File: src/rtl/uart_rx_fifo.sv
// uart_rx_fifo: oversampling UART receiver feeding a first-word-fall-through FIFO.
// The bit period is programmable through clk_div, latched at the start of each frame.
// Framing errors, overflow and break are flagged.
// Optional even-parity checking is compiled in when UART_RX_PARITY_EN is defined.
// That build adds a PARITY state and a sticky parity_err output.
module uart_rx_fifo #(
    parameter int DATA_BITS  = 8,
    parameter int FIFO_DEPTH = 16,
    parameter int DIV_W      = 16
) (
    input  logic                          core_clk,
    input  logic                          core_rst,
    input  logic                          rx,
    input  logic                          enable,
    input  logic [DIV_W-1:0]              clk_div,
    output logic [DATA_BITS-1:0]          rd_data,
    output logic                          rd_valid,
    input  logic                          rd_ready,
    output logic [$clog2(FIFO_DEPTH):0]   fifo_level,
    output logic                          overflow,
    output logic                          frame_err,
    output logic                          break_det,
    input  logic                          clr_err
`ifdef UART_RX_PARITY_EN
    ,
    output logic                          parity_err
`endif
);

    localparam int PTR_W = $clog2(FIFO_DEPTH);
    localparam int LVL_W = PTR_W + 1;
    localparam int IDX_W = $clog2(DATA_BITS + 1);

    typedef enum logic [2:0] {
        ST_IDLE,
        ST_START,
        ST_DATA,
        ST_PARITY,
        ST_STOP,
        ST_WAIT_IDLE
    } state_t;

    // ------------------------------------------------------------------
    // Input synchroniser and falling-edge detection
    // ------------------------------------------------------------------
    logic rx_meta_reg;
    logic rx_sync_reg;
    logic rx_prev_reg;
    logic fall_edge;

    // Two-flop synchroniser plus a delayed copy for edge detection; idles high
    always_ff @(posedge core_clk) begin
        if (core_rst) begin
            rx_meta_reg <= 1'b1;
            rx_sync_reg <= 1'b1;
            rx_prev_reg <= 1'b1;
        end else begin
            rx_meta_reg <= rx;
            rx_sync_reg <= rx_meta_reg;
            rx_prev_reg <= rx_sync_reg;
        end
    end

    assign fall_edge = rx_prev_reg & ~rx_sync_reg;

    // ------------------------------------------------------------------
    // Receive FSM and bit-timing datapath
    // ------------------------------------------------------------------
    state_t                 state_reg;
    state_t                 state_next;
    logic [DIV_W-1:0]       div_eff;
    logic [DIV_W-1:0]       div_reg;
    logic [DIV_W-1:0]       cnt_reg;
    logic [IDX_W-1:0]       bit_idx_reg;
    logic [DATA_BITS-1:0]   shift_reg;
    logic                   tick;
    logic                   last_bit;

    logic                   push;
    logic                   frame_set;
    logic                   break_set;
`ifdef UART_RX_PARITY_EN
    logic                   parity_set;
    logic                   parity_bad_reg;
    logic                   parity_err_reg;
`endif

    // Divisors below 4 leave too little room for a mid-bit sample, so clamp them
    assign div_eff  = (clk_div < DIV_W'(4)) ? DIV_W'(4) : clk_div;
    assign tick     = (cnt_reg == '0);
    assign last_bit = (bit_idx_reg == IDX_W'(DATA_BITS - 1));

    // State register
    always_ff @(posedge core_clk) begin
        if (core_rst) begin
            state_reg <= ST_IDLE;
        end else begin
            state_reg <= state_next;
        end
    end

    // Next-state logic; dropping enable abandons the frame from any state
    always_comb begin
        state_next = state_reg;
        if (!enable) begin
            state_next = ST_IDLE;
        end else begin
            case (state_reg)
                ST_IDLE: begin
                    if (fall_edge) begin
                        state_next = ST_START;
                    end
                end
                ST_START: begin
                    if (tick) begin
                        state_next = rx_sync_reg ? ST_IDLE : ST_DATA;
                    end
                end
                ST_DATA: begin
                    if (tick && last_bit) begin
`ifdef UART_RX_PARITY_EN
                        state_next = ST_PARITY;
`else
                        state_next = ST_STOP;
`endif
                    end
                end
                ST_PARITY: begin
                    if (tick) begin
                        state_next = ST_STOP;
                    end
                end
                ST_STOP: begin
                    if (tick) begin
                        state_next = rx_sync_reg ? ST_IDLE : ST_WAIT_IDLE;
                    end
                end
                ST_WAIT_IDLE: begin
                    if (rx_sync_reg) begin
                        state_next = ST_IDLE;
                    end
                end
                default: state_next = ST_IDLE;
            endcase
        end
    end

    // Output strobes: push, error and break events raised at the sample points
    always_comb begin
        push      = 1'b0;
        frame_set = 1'b0;
        break_set = 1'b0;
`ifdef UART_RX_PARITY_EN
        parity_set = 1'b0;
`endif
        if (enable) begin
            case (state_reg)
`ifdef UART_RX_PARITY_EN
                ST_PARITY: begin
                    if (tick && (rx_sync_reg != ^shift_reg)) begin
                        parity_set = 1'b1;
                    end
                end
`endif
                ST_STOP: begin
                    if (tick) begin
                        if (rx_sync_reg) begin
`ifdef UART_RX_PARITY_EN
                            push = ~parity_bad_reg;
`else
                            push = 1'b1;
`endif
                        end else begin
                            frame_set = 1'b1;
                            break_set = (shift_reg == '0);
                        end
                    end
                end
                default: ;
            endcase
        end
    end

    // Bit timer, bit index and shift register; divisor latched at frame start
    always_ff @(posedge core_clk) begin
        if (core_rst) begin
            div_reg     <= DIV_W'(4);
            cnt_reg     <= '0;
            bit_idx_reg <= '0;
            shift_reg   <= '0;
        end else begin
            if (state_reg == ST_IDLE) begin
                if (enable && fall_edge) begin
                    div_reg     <= div_eff;
                    cnt_reg     <= (div_eff >> 1) - DIV_W'(1);
                    bit_idx_reg <= '0;
                end
            end else begin
                if (tick) begin
                    cnt_reg <= div_reg - DIV_W'(1);
                end else begin
                    cnt_reg <= cnt_reg - DIV_W'(1);
                end
                if (state_reg == ST_DATA && tick) begin
                    shift_reg   <= {rx_sync_reg, shift_reg[DATA_BITS-1:1]};
                    bit_idx_reg <= bit_idx_reg + IDX_W'(1);
                end
            end
        end
    end

`ifdef UART_RX_PARITY_EN
    // Remember a parity mismatch so the STOP state can suppress the push
    always_ff @(posedge core_clk) begin
        if (core_rst) begin
            parity_bad_reg <= 1'b0;
        end else if (state_reg == ST_IDLE) begin
            parity_bad_reg <= 1'b0;
        end else if (parity_set) begin
            parity_bad_reg <= 1'b1;
        end
    end
`endif

    // ------------------------------------------------------------------
    // Receive FIFO
    // ------------------------------------------------------------------
    logic [DATA_BITS-1:0]   mem [FIFO_DEPTH];
    logic [PTR_W-1:0]       wr_ptr_reg;
    logic [PTR_W-1:0]       rd_ptr_reg;
    logic [LVL_W-1:0]       level_reg;
    logic                   full;
    logic                   pop;
    logic                   wr_en;
    logic                   overflow_set;

    assign full         = (level_reg == LVL_W'(FIFO_DEPTH));
    assign pop          = rd_valid & rd_ready;
    // A pop in the same cycle frees the slot, so a full FIFO still accepts
    assign wr_en        = push & (~full | pop);
    assign overflow_set = push & full & ~pop;

    // Storage write; contents need no reset since level gates visibility
    always_ff @(posedge core_clk) begin
        if (wr_en) begin
            mem[wr_ptr_reg] <= shift_reg;
        end
    end

    // Pointers and occupancy count
    always_ff @(posedge core_clk) begin
        if (core_rst) begin
            wr_ptr_reg <= '0;
            rd_ptr_reg <= '0;
            level_reg  <= '0;
        end else begin
            if (wr_en) begin
                wr_ptr_reg <= wr_ptr_reg + PTR_W'(1);
            end
            if (pop) begin
                rd_ptr_reg <= rd_ptr_reg + PTR_W'(1);
            end
            case ({wr_en, pop})
                2'b10:   level_reg <= level_reg + LVL_W'(1);
                2'b01:   level_reg <= level_reg - LVL_W'(1);
                default: level_reg <= level_reg;
            endcase
        end
    end

    assign rd_valid   = (level_reg != '0);
    assign rd_data    = rd_valid ? mem[rd_ptr_reg] : '0;
    assign fifo_level = level_reg;

    // ------------------------------------------------------------------
    // Status flags
    // ------------------------------------------------------------------
    logic overflow_reg;
    logic frame_err_reg;
    logic break_det_reg;

    // Sticky flags; a new error in the same cycle as clr_err keeps the flag set
    always_ff @(posedge core_clk) begin
        if (core_rst) begin
            overflow_reg  <= 1'b0;
            frame_err_reg <= 1'b0;
            break_det_reg <= 1'b0;
        end else begin
            if (overflow_set) begin
                overflow_reg <= 1'b1;
            end else if (clr_err) begin
                overflow_reg <= 1'b0;
            end
            if (frame_set) begin
                frame_err_reg <= 1'b1;
            end else if (clr_err) begin
                frame_err_reg <= 1'b0;
            end
            break_det_reg <= break_set;
        end
    end

`ifdef UART_RX_PARITY_EN
    // Sticky parity error flag
    always_ff @(posedge core_clk) begin
        if (core_rst) begin
            parity_err_reg <= 1'b0;
        end else if (parity_set) begin
            parity_err_reg <= 1'b1;
        end else if (clr_err) begin
            parity_err_reg <= 1'b0;
        end
    end

    assign parity_err = parity_err_reg;
`endif

    assign overflow  = overflow_reg;
    assign frame_err = frame_err_reg;
    assign break_det = break_det_reg;

endmodule

File: config.mk
export PLATFORM = sky130hd
export DESIGN_NAME = uart_rx_fifo
export DESIGN_NICKNAME = d
export VERILOG_FILES = /design/src/rtl/uart_rx_fifo.sv
export SDC_FILE = /design/constraint.sdc
export NUM_CORES = 1
export LEC_CHECK = 0
export BUFFER_PORTS_ARGS = -buffer_cell sky130_fd_sc_hd__buf_2
export CORE_MARGIN = 2
export CORE_UTILIZATION = 35
export CTS_CLUSTER_DIAMETER = 80
export DETAILED_ROUTE_END_ITERATION = 12
export SETUP_SLACK_MARGIN = 0.1
export SLEW_MARGIN = 20
export SYNTH_ARGS = -nofsm -noshare
export SYNTH_HDL_FRONTEND = slang
export SYNTH_SLANG_ARGS = --single-unit
File: constraint.sdc
create_clock -name core_clk -period 2.9 [get_ports core_clk]
set_clock_uncertainty 0.15 [all_clocks]
set_input_delay 0.145 -clock core_clk [delete_from_list [all_inputs] [get_ports core_clk]]
set_output_delay 0.145 -clock core_clk [all_outputs]
set_load 0.01 [all_outputs]
**Word-level counts from Yosys, hierarchy flattened**

Memory sizes are Yosys's and may differ from the RTL's. A register that Yosys moved wholly into a read port is not among the register bits.
Cells that the tools add are included.

- $add $sub $neg: 8
- Order comparisons: 1
- Eq/ne operators: 16
- Reduce and logical (&&, ||, !) cells: 17
- Bitwise operators: 13
- Mux-type cells: 33

Operators by type and width:

| cell | count |
|---|---|
| 16-bit two-way mux | 4 |
| 16-bit by 1-bit subtractor with 16-bit output (second input constant) | 2 |
| 3-bit two-way mux | 7 |
| 4-bit two-way mux | 5 |
| 3-bit one-hot mux with 6 select lines | 1 |
| 16-bit logical NOT | 1 |
| 16-bit by 3-bit < comparator with 1-bit output (second input constant) | 1 |
| 15-bit by 1-bit subtractor with 16-bit output (second input constant) | 1 |
| 1-bit two-way mux | 13 |
| 4-bit by 1-bit adder with 4-bit output (second input constant) | 3 |
| 2-bit inequality test (second input constant) | 6 |
| 5-bit one-hot mux with 2 select lines | 1 |
| 8-bit logical NOT | 1 |
| 8-bit two-way mux | 1 |
| 2-bit nonzero test | 4 |
| 1-bit NOT | 7 |
| 3-bit by 2-bit equality test with 1-bit output (second input constant) | 2 |
| 3-bit equality test (second input constant) | 2 |
| 2-bit AND reduction | 3 |
| 6-bit AND reduction | 1 |
| 5-bit by 1-bit adder with 5-bit output (second input constant) | 1 |
| 1-bit AND | 5 |
| 5-bit equality test (second input constant) | 1 |
| 5-bit nonzero test | 1 |
| other kinds (12) | 14 |

- Output and inout port bits: 17
- Memory bits (writable): 128
- Register bits after elaboration: 66
- Memories kept: 1
- Logic and storage cells: 103
- Input bits: 22

Memory list:

| memory | words | bits a word | rd ports | clocked after Yosys merged registers in | wr ports | RTL line | source |
|---|---|---|---|---|---|---|---|
| mem | 16 | 8 | 1 | 1 | 1 | 228 | `logic [DATA_BITS-1:0] mem [FIFO_DEPTH];` |

**Depth between registers and ports, before layout**

Gate-level depths: netlist of run 1.

- Word-level depth: 7
- Mapped depth: 12
- Gate-level depth less buffers: 11

**Worst setup path before layout of run 1**

No wires, ideal clock.

- Path kind: reg-to-reg
- Start: register level_reg[0] (netlist: fifo_level[0])
- End: register level_reg[4] (netlist: fifo_level[4])
- Arrival: 2,568 ps
- Required time: 2,680 ps
- Period minus slack after synthesis: 2,788 ps
- Setup slack: 112 ps
- Buffers on the path: 0
- Library setup time: 70 ps
- Cell stages (with the launch flop): 10
- Cells stage by stage: dfxtp_1 -> or4_1 -> o21ai_1 -> a31oi_1 -> ha_1 -> a21o_1 -> a21oi_1 -> xor2_1 -> or3_1 -> a21oi_1

- Cells in the longest elaborated chain, start to end: 6
- Elaborated cells on any way between the ends: 12
- Those cells by class: add/sub: 2; eq/ne: 3; mux: 1; bitwise: 4; reduce/logical: 2

Ends and longest elaborated chain:

| what | RTL line | source |
|---|---|---|
| start: declaration | 231 | `logic [LVL_W-1:0] level_reg;` |
| start signal: assignment | 264 | `2'b10: level_reg <= level_reg + LVL_W'(1);` |
| start signal: assignment | 265 | `2'b01: level_reg <= level_reg - LVL_W'(1);` |
| start signal: assignment | 266 | `default: level_reg <= level_reg;` |
| 5-bit nonzero test / 5-bit equality test (equally long branches) | 271, 237 |  |
| 1-bit AND / 1-bit NOT (equally long branches) | 238, 240 |  |
| 1-bit OR | 240 | `assign wr_en = push & (~full \| pop);` |
| 1-bit AND | 240 |  |
| 2-bit by 1-bit equality test with 1-bit output / 2-bit equality test (equally long branches) | 263 | `case ({wr_en, pop})` |
| 5-bit one-hot mux with 2 select lines / 2-bit nonzero test (equally long branches) | -- |  |

Several ways; a longest one is shown, not always the timed one.
A chain may end at the register's enable or synchronous reset.

**Worst setup path after layout of run 1**

- Start: input port clk_div[5]
- End: register cnt_reg[4]

- Cells in the longest elaborated chain, start to end: 5

Ends and longest elaborated chain:

| what | RTL line | source |
|---|---|---|
| start: declaration | 15 | `input logic [DIV_W-1:0] clk_div,` |
| 16-bit by 3-bit < comparator with 1-bit output | 89 | `assign div_eff = (clk_div < DIV_W'(4)) ? DIV_W'(4) : clk_div;` |
| 16-bit two-way mux * | 89 |  |
| 15-bit by 1-bit subtractor with 16-bit output * | 195 | `cnt_reg <= (div_eff >> 1) - DIV_W'(1);` |
| 16-bit two-way mux * | 193 | `if (enable && fall_edge) begin` |
| 16-bit two-way mux * | 192 | `if (state_reg == ST_IDLE) begin` |
| end signal: assignment | 195 |  |
| end signal: assignment | 200 | `cnt_reg <= div_reg - DIV_W'(1);` |
| end signal: assignment | 202 | `cnt_reg <= cnt_reg - DIV_W'(1);` |
| end: declaration | 73 | `logic [DIV_W-1:0] cnt_reg;` |

Mark *: on every way between the ends. The rest lies on a longest branch, timed or not. The select of a mux whose other input is x is not followed.

==> results.json, run 1 <==
{
  "die_h_um": 159.0,
  "largest_register_ff_count": 128,
  "start_kind": "primary input",
  "reg2reg_depth": 13,
  "num_rows": 56,
  "setup_viol": 0,
  "synthCells": 644,
  "hold_depth": 4,
  "final_common_cell": "edfxtp_1",
  "syn-num-nets": 677,
  "fin_total_pwr_mw": 5.527,
  "holdPathEnd": "div_reg[2]",
  "fin_util": 0.4314,
  "cts_max_level": 4,
  "fin_crit_sh": 0.9408,
  "track_usage": 0.1490,
  "root_buffer": "clkbuf_16",
  "post-route-drc-count": 0,
  "ant_nets": 0,
  "tightest_slew_ns": 0.8040,
  "worstPathRequired_ns": 3.10,
  "dieArea_um2": 25270,
  "gp_congestion": 0.8570,
  "tns_ns": 0,
  "min_from": "clk_div[2]",
  "power_density_nw_per_um2": 544.2,
  "drt_first_pass_iters": 7,
  "whs_ns": 0.06305,
  "cts_tree": "yes",
  "core-area_um2": 23540,
  "period_needed_ns": 2.728,
  "synth_top_area_frac": 0.4573,
  "fmax_ghz": 0.3665,
  "outcome": "complete, no violations",
  "grt_setup_unrepaired": "true",
  "synth_xor_area_frac": 0.02084,
  "syn_avg_cell_area_um2": 13.05,
  "die_w_um": 159.0,
  "nFillCells": 2204,
  "clk_latency_ns": 0.44,
  "maxSlewViolCount": 0,
  "ys_warn_count": 0,
  "slew_headroom": 0.4633,
  "grt_pass1_vias": 5291,
  "io_buffer_count": 38,
  "drive_gt1_frac": 0.2701,
  "synth_top_cell_by_area": "edfxtp_1",
  "holdCritPathClass": "in -> reg",
  "synthMuxAreaShare": 0.1143,
  "syn_area_um2": 8404,
  "path_clk_slew_ns": 0.07,
  "ys_seq_area_frac": 0.6241,
  "grt_start_max_net_pins": 36,
  "avgViaCountPerCell": 5.038,
  "reg2reg_setup_slack_ns": 0.20,
  "drt_first_iter_violations": 368,
  "area_growth_pct": 20.84,
  "synth_edf_count": 128,
  "cellLeakagePower_nw": 3.430,
  "critPathKind": "in -> reg",
  "synth_top_family_by_area": "simple AND/OR/NAND/NOR gates",
  "io_pins": 39,
  "hold_viol": 0,
  "async_flop_share": 0,
  "dp_hpwl_mm": 11.93,
  "synth_fa_ha_area_frac": 0.01727,
  "worst_setup_path_end_kind": "flop",
  "synth_area_leaders": "edfxtp_1, dfxtp_1, mux4_2",
  "antenna_cells": 0,
  "final_cell_mix": "edfxtp_1, nand2_1, nor2_1, dfxtp_1, buf_4",
  "grt_overflow": 0,
  "peakVddDrop_mv": 0.3568,
  "start_util": 0.3570,
  "vias": 5376,
  "ctsLongestPathBuffers": 2,
  "cap_viol_max_count": 0,
  "r2r-end": "cnt_reg[4]",
  "drt_wl_total_mm": 18.76,
  "synth_seq_cells": 198,
  "synthSimpleGateAreaFrac": 0.1231,
  "finalNetCount": 768,
  "worstReg2RegStart": "cnt_reg[0]",
  "synth.distinct_cells": 54,
  "crit_fanout": 5,
  "clock-sinks": 198,
  "grt_pass1_wl_mm": 28.93,
  "synth-compound-area-share": 0.07622,
  "antenna_found_initial": 0,
  "synth-main-ff-cell": "edfxtp_1",
  "wl_per_cell_um": 17.58,
  "cts_buffers": 17,
  "crit_arrival_ns": 2.92
}
-- through the flow --
step	cells	cell area [um2]	setup slack (ns)
5_1_grt	1067	10160	0.07481
3_3_place_gp	1008	9189	0.03787
3_5_place_dp	1008	9189	-0.0004006
4_1_cts	1059	9957	0.1051
2_1_floorplan	644	8404	0.1120
6_report	1067	10160	0.1716
-- final cells by class --
cell class | count | area (um2) | area share
flip-flops and latches | 198 | 5263 | 0.5182
multi-input cells | 399 | 3087 | 0.3039
repair buffers | 108 | 805.8 | 0.07934
clock buffers | 18 | 429.2 | 0.04226
well taps | 319 | 399.1 | 0.03930
clock inverters | 14 | 131.4 | 0.01294
inverters | 11 | 41.29 | 0.004066
-- repair_timing --
item                                   CTS  global route
buffers inserted                         0             6
setup endpoints to repair               41           145
endpoints found under the hold margin   21             0
pin swaps                                0             9
resized for setup                        4            28
cloned                                   0             2
hold buffers                            19             0
-- cells by family after synthesis --
| group | count (synthesis) |
|---|---|
| compound gates | 106 |
| xor+xnor | 20 |
| fa+ha+maj | 11 |
| buf+inv | 48 |
| flops | 198 |
| mux | 46 |
| simple gates | 215 |
-- synthesized netlist by cell type (all sizes together) (11+ instances only) --
master	number
a211oi	12
a21oi	46
buf	14
clkbuf	23
dfxtp	70
edfxtp	128
inv	11
mux4	40
nand2	74
nor2	60
nor3	14
nor4	11
o21ai	27
xor2	11
-- how the worst max path moves through the flow --
stage | to | slack, ns | start | cells after the start
2_1_floorplan | fifo_level[4] | 0.11 | fifo_level[0] | 9
3_3_place_gp | cnt_reg[12] | 0.04 | cnt_reg[6] | 11
3_5_place_dp | fifo_level[4] | -0.0004 | cnt_reg[6] | 9
4_1_cts | fifo_level[4] | 0.11 | cnt_reg[12] | 12
5_1_grt | cnt_reg[4] | 0.07 | clk_div[5] | 12
6_report | cnt_reg[4] | 0.17 | clk_div[5] | 12
-- worst max-delay path, stage by stage --
cell and delay [ns]:
dlygate4sd3_1 0.54, buf_2 0.15, or4_4 0.58, o21ai_4 0.16
a21oi_2 0.08, inv_1 0.08, ha_2 0.18, buf_4 0.11
inv_1 0.03, or2_2 0.31, or3_1 0.37, a311oi_1 0.20
-- power breakdown --
| group | total, mW | switching [mW] | internal, mW |
|---|---|---|---|
| Clock | 2.26 | 1.12 | 1.14 |
| Combinational | 0.264 | 0.141 | 0.123 |
| Sequential | 3.00 | 0.0209 | 2.98 |
-- metal layers --
metal | GRT usage | share of wire | vias to the layer above
li1 | - | - | 2597
met1 | 0.1964 | 0.47 | 2664
met2 | 0.2475 | 0.49 | 99
met3 | 0.03048 | 0.033 | 16
met4 | 0.04917 | 0.014 | 0
met5 | 0 | 0 | -
Power figures use the tool's default switching activity.
==> run 2, diff against run 1 <==
--- a/config.mk
+++ b/config.mk
@@ -6,6 +6,7 @@
 export NUM_CORES = 1
 export LEC_CHECK = 0
 export BUFFER_PORTS_ARGS = -buffer_cell sky130_fd_sc_hd__buf_2
+export CORE_ASPECT_RATIO = 0.7
 export CORE_MARGIN = 2
 export CORE_UTILIZATION = 35
 export CTS_CLUSTER_DIAMETER = 80
==> constraint.sdc (replaced) <==
create_clock -name core_clk -period 2.9 [get_ports core_clk]
set_clock_uncertainty 0.15 [all_clocks]
set_input_delay 0.435 -clock core_clk [delete_from_list [all_inputs] [get_ports core_clk]]
set_output_delay 0.435 -clock core_clk [all_outputs]
set_load 0.01 [all_outputs]
==> results.json, run 2 (synthesis results as in run 1) <==
{
  "outcome": "complete, but fails checks",
  "violations": "negative setup slack",
  "peakVddDrop_mv": 0.3825,
  "io_buffer_count": 38,
  "grt_setup_unrepaired": "true",
  "ctsLongestPathBuffers": 2,
  "min_from": "rx",
  "crit_arrival_ns": 2.40,
  "worst_setup_path_end_kind": "output pin",
  "postCtsHoldBufs": 0,
  "grt_overflow": 0,
  "grt_pass1_vias": 5120,
  "io_pins": 39,
  "dp_slack_ns": 0.003919,
  "worstReg2RegStart": "cnt_reg[10]",
  "reg2reg_depth": 11,
  "cts_tree": "yes",
  "final_cell_mix": "edfxtp_1, nand2_1, nor2_1",
  "grt_pass1_wl_mm": 30.55,
  "period_needed_ns": 2.982,
  "start_kind": "flop",
  "hold_depth": 2,
  "hold_viol": 0,
  "die_h_um": 133.7,
  "holdCritPathClass": "in -> reg",
  "area_growth_pct": 21.74,
  "clk_latency_ns": 0.44,
  "switchingPower_mw": 1.334,
  "gp_congestion": 0.8271,
  "setup_slack_ns": -0.08202,
  "critPathKind": "reg -> out",
  "root_buffer": "clkbuf_16",
  "drt_first_iter_violations": 491,
  "comb_power_share": 0.044,
  "path_clk_slew_ns": 0.08,
  "num_rows": 47,
  "crit_fanout": 8,
  "dp_hpwl_mm": 12.45,
  "slew_headroom": 0.4277,
  "cts_max_level": 4,
  "finalNetCount": 758,
  "seqPwrFrac": 0.530,
  "clock-sinks": 198,
  "dpl_cell_area_um2": 9280,
  "cellLeakagePower_nw": 3.480,
  "maxSlewViolCount": 0,
  "cts_buffers": 17,
  "drive_gt1_frac": 0.2967,
  "ant_nets": 0,
  "setup_viol": 8,
  "avgViaCountPerCell": 5.109,
  "cap_viol_max_count": 0,
  "track_usage": 0.1605,
  "worstPathRequired_ns": 2.32,
  "tightest_slew_ns": 0.8572,
  "drt_wl_total_mm": 19.42,
  "p_int_mw": 4.324,
  "p_clk_frac": 0.425,
  "drt_first_pass_iters": 5,
  "core-area_um2": 23580,
  "wl_per_cell_um": 18.39,
  "dieArea_um2": 25290,
  "antenna_cells": 0,
  "vias": 5395,
  "fin_crit_sh": 1.028,
  "power_density_nw_per_um2": 553.0,
  "r2r-end": "cnt_reg[12]",
  "grt_start_max_net_pins": 37,
  "largest_register_ff_count": 128,
  "post-route-cell-area_um2": 10230,
  "sw_frac_of_total": 0.2358,
  "final_common_cell": "edfxtp_1",
  "die_w_um": 189.2,
  "whs_ns": 0.03397,
  "antenna_found_initial": 0,
  "post-route-drc-count": 0,
  "fmax_ghz": 0.3353,
  "reg2reg_setup_slack_ns": 0.20,
  "holdPathEnd": "rx_meta_reg",
  "start_util": 0.3564
}
run 2: changes by cell type in the layout (fill, tap and decap cells not counted), moves of 4 or more:
cell	previous run	this run
dlygate4sd3_1	19	0
nor2b_1	10	6
buf_2	38	34
dfxtp_1	60	55
buf_6	0	4
nor2b_4	0	4
buf_12	2	6
run 2: critical path, cell delays in order, from the launching register on:
cell and delay, ns:
dfxtp_4 0.41, buf_12 0.12, buf_16 0.14, mux4_2 0.55
mux4_2 0.47, nor2b_1 0.14, buf_2 0.14
run 2: per-layer routing:
metal  wire (um)  GRT usage  vias to the layer above
li1            -          -                     2576
met1       10130     0.2496                     2681
met2        8266     0.2263                      128
met3         877    0.03556                       10
met4         141    0.03790                        0
met5           0          0                        -
run 2: worst max path at each step:
stage / depth (start not counted) / to / startpoint / slack, ns
floorplan: 5 / rd_data[0] / flop / 0.11
CTS: 6 / rd_data[3] / flop / -0.11
finish: 6 / rd_data[1] / flop / -0.08
global placement: 10 / cnt_reg[4] / clk_div[6] / 0.07
global route: 6 / rd_data[4] / flop / -0.16
detailed placement: 10 / cnt_reg[4] / clk_div[6] / 0.004
run 2: layout make-up:
type / instances / area (um2)
well taps: 318 / 397.9
flip-flops and latches: 198 / 5276
inverters: 11 / 41.29
fillers: 2142 / 13350
clock inverters: 15 / 176.4
repair buffers: 99 / 825.8
multi-input cells: 398 / 3088
clock buffers: 17 / 425.4
run 2: timing repair:
item,in CTS,in global routing
pin swaps,0,6
buffers inserted,2,2
gates cloned,3,1
gates resized for setup,7,41
hold endpoints to repair,0,0
endpoints found under the setup margin,11,21
run 2: power groups by stage:
| stage | combinational, mW | sequential [mW] | clock, mW |
|---|---|---|---|
| after global placement | 0.228 | 3.06 | 0 |
| final | 0.251 | 3.00 | 2.41 |
| after floorplan | 0.141 | 3.05 | 0 |
| after detailed placement | 0.230 | 3.06 | 0 |
| after global routing | 0.275 | 3.00 | 2.56 |
| after CTS | 0.233 | 3.00 | 2.45 |
run 2: metrics by stage:
| stage | instances | total power [mW] | utilization | setup TNS, ns |
|---|---|---|---|---|
| floorplan | 644 | 3.194 | - | 0 |
| global placement | 1016 | 3.287 | 0.3935 | 0 |
| detailed placement | 1016 | 3.289 | 0.3935 | 0 |
| CTS | 1053 | 5.678 | 0.4252 | -0.8224 |
| global route | 1056 | 5.841 | 0.4339 | -1.204 |
| finish | 1056 | 5.658 | 0.4339 | -0.6047 |
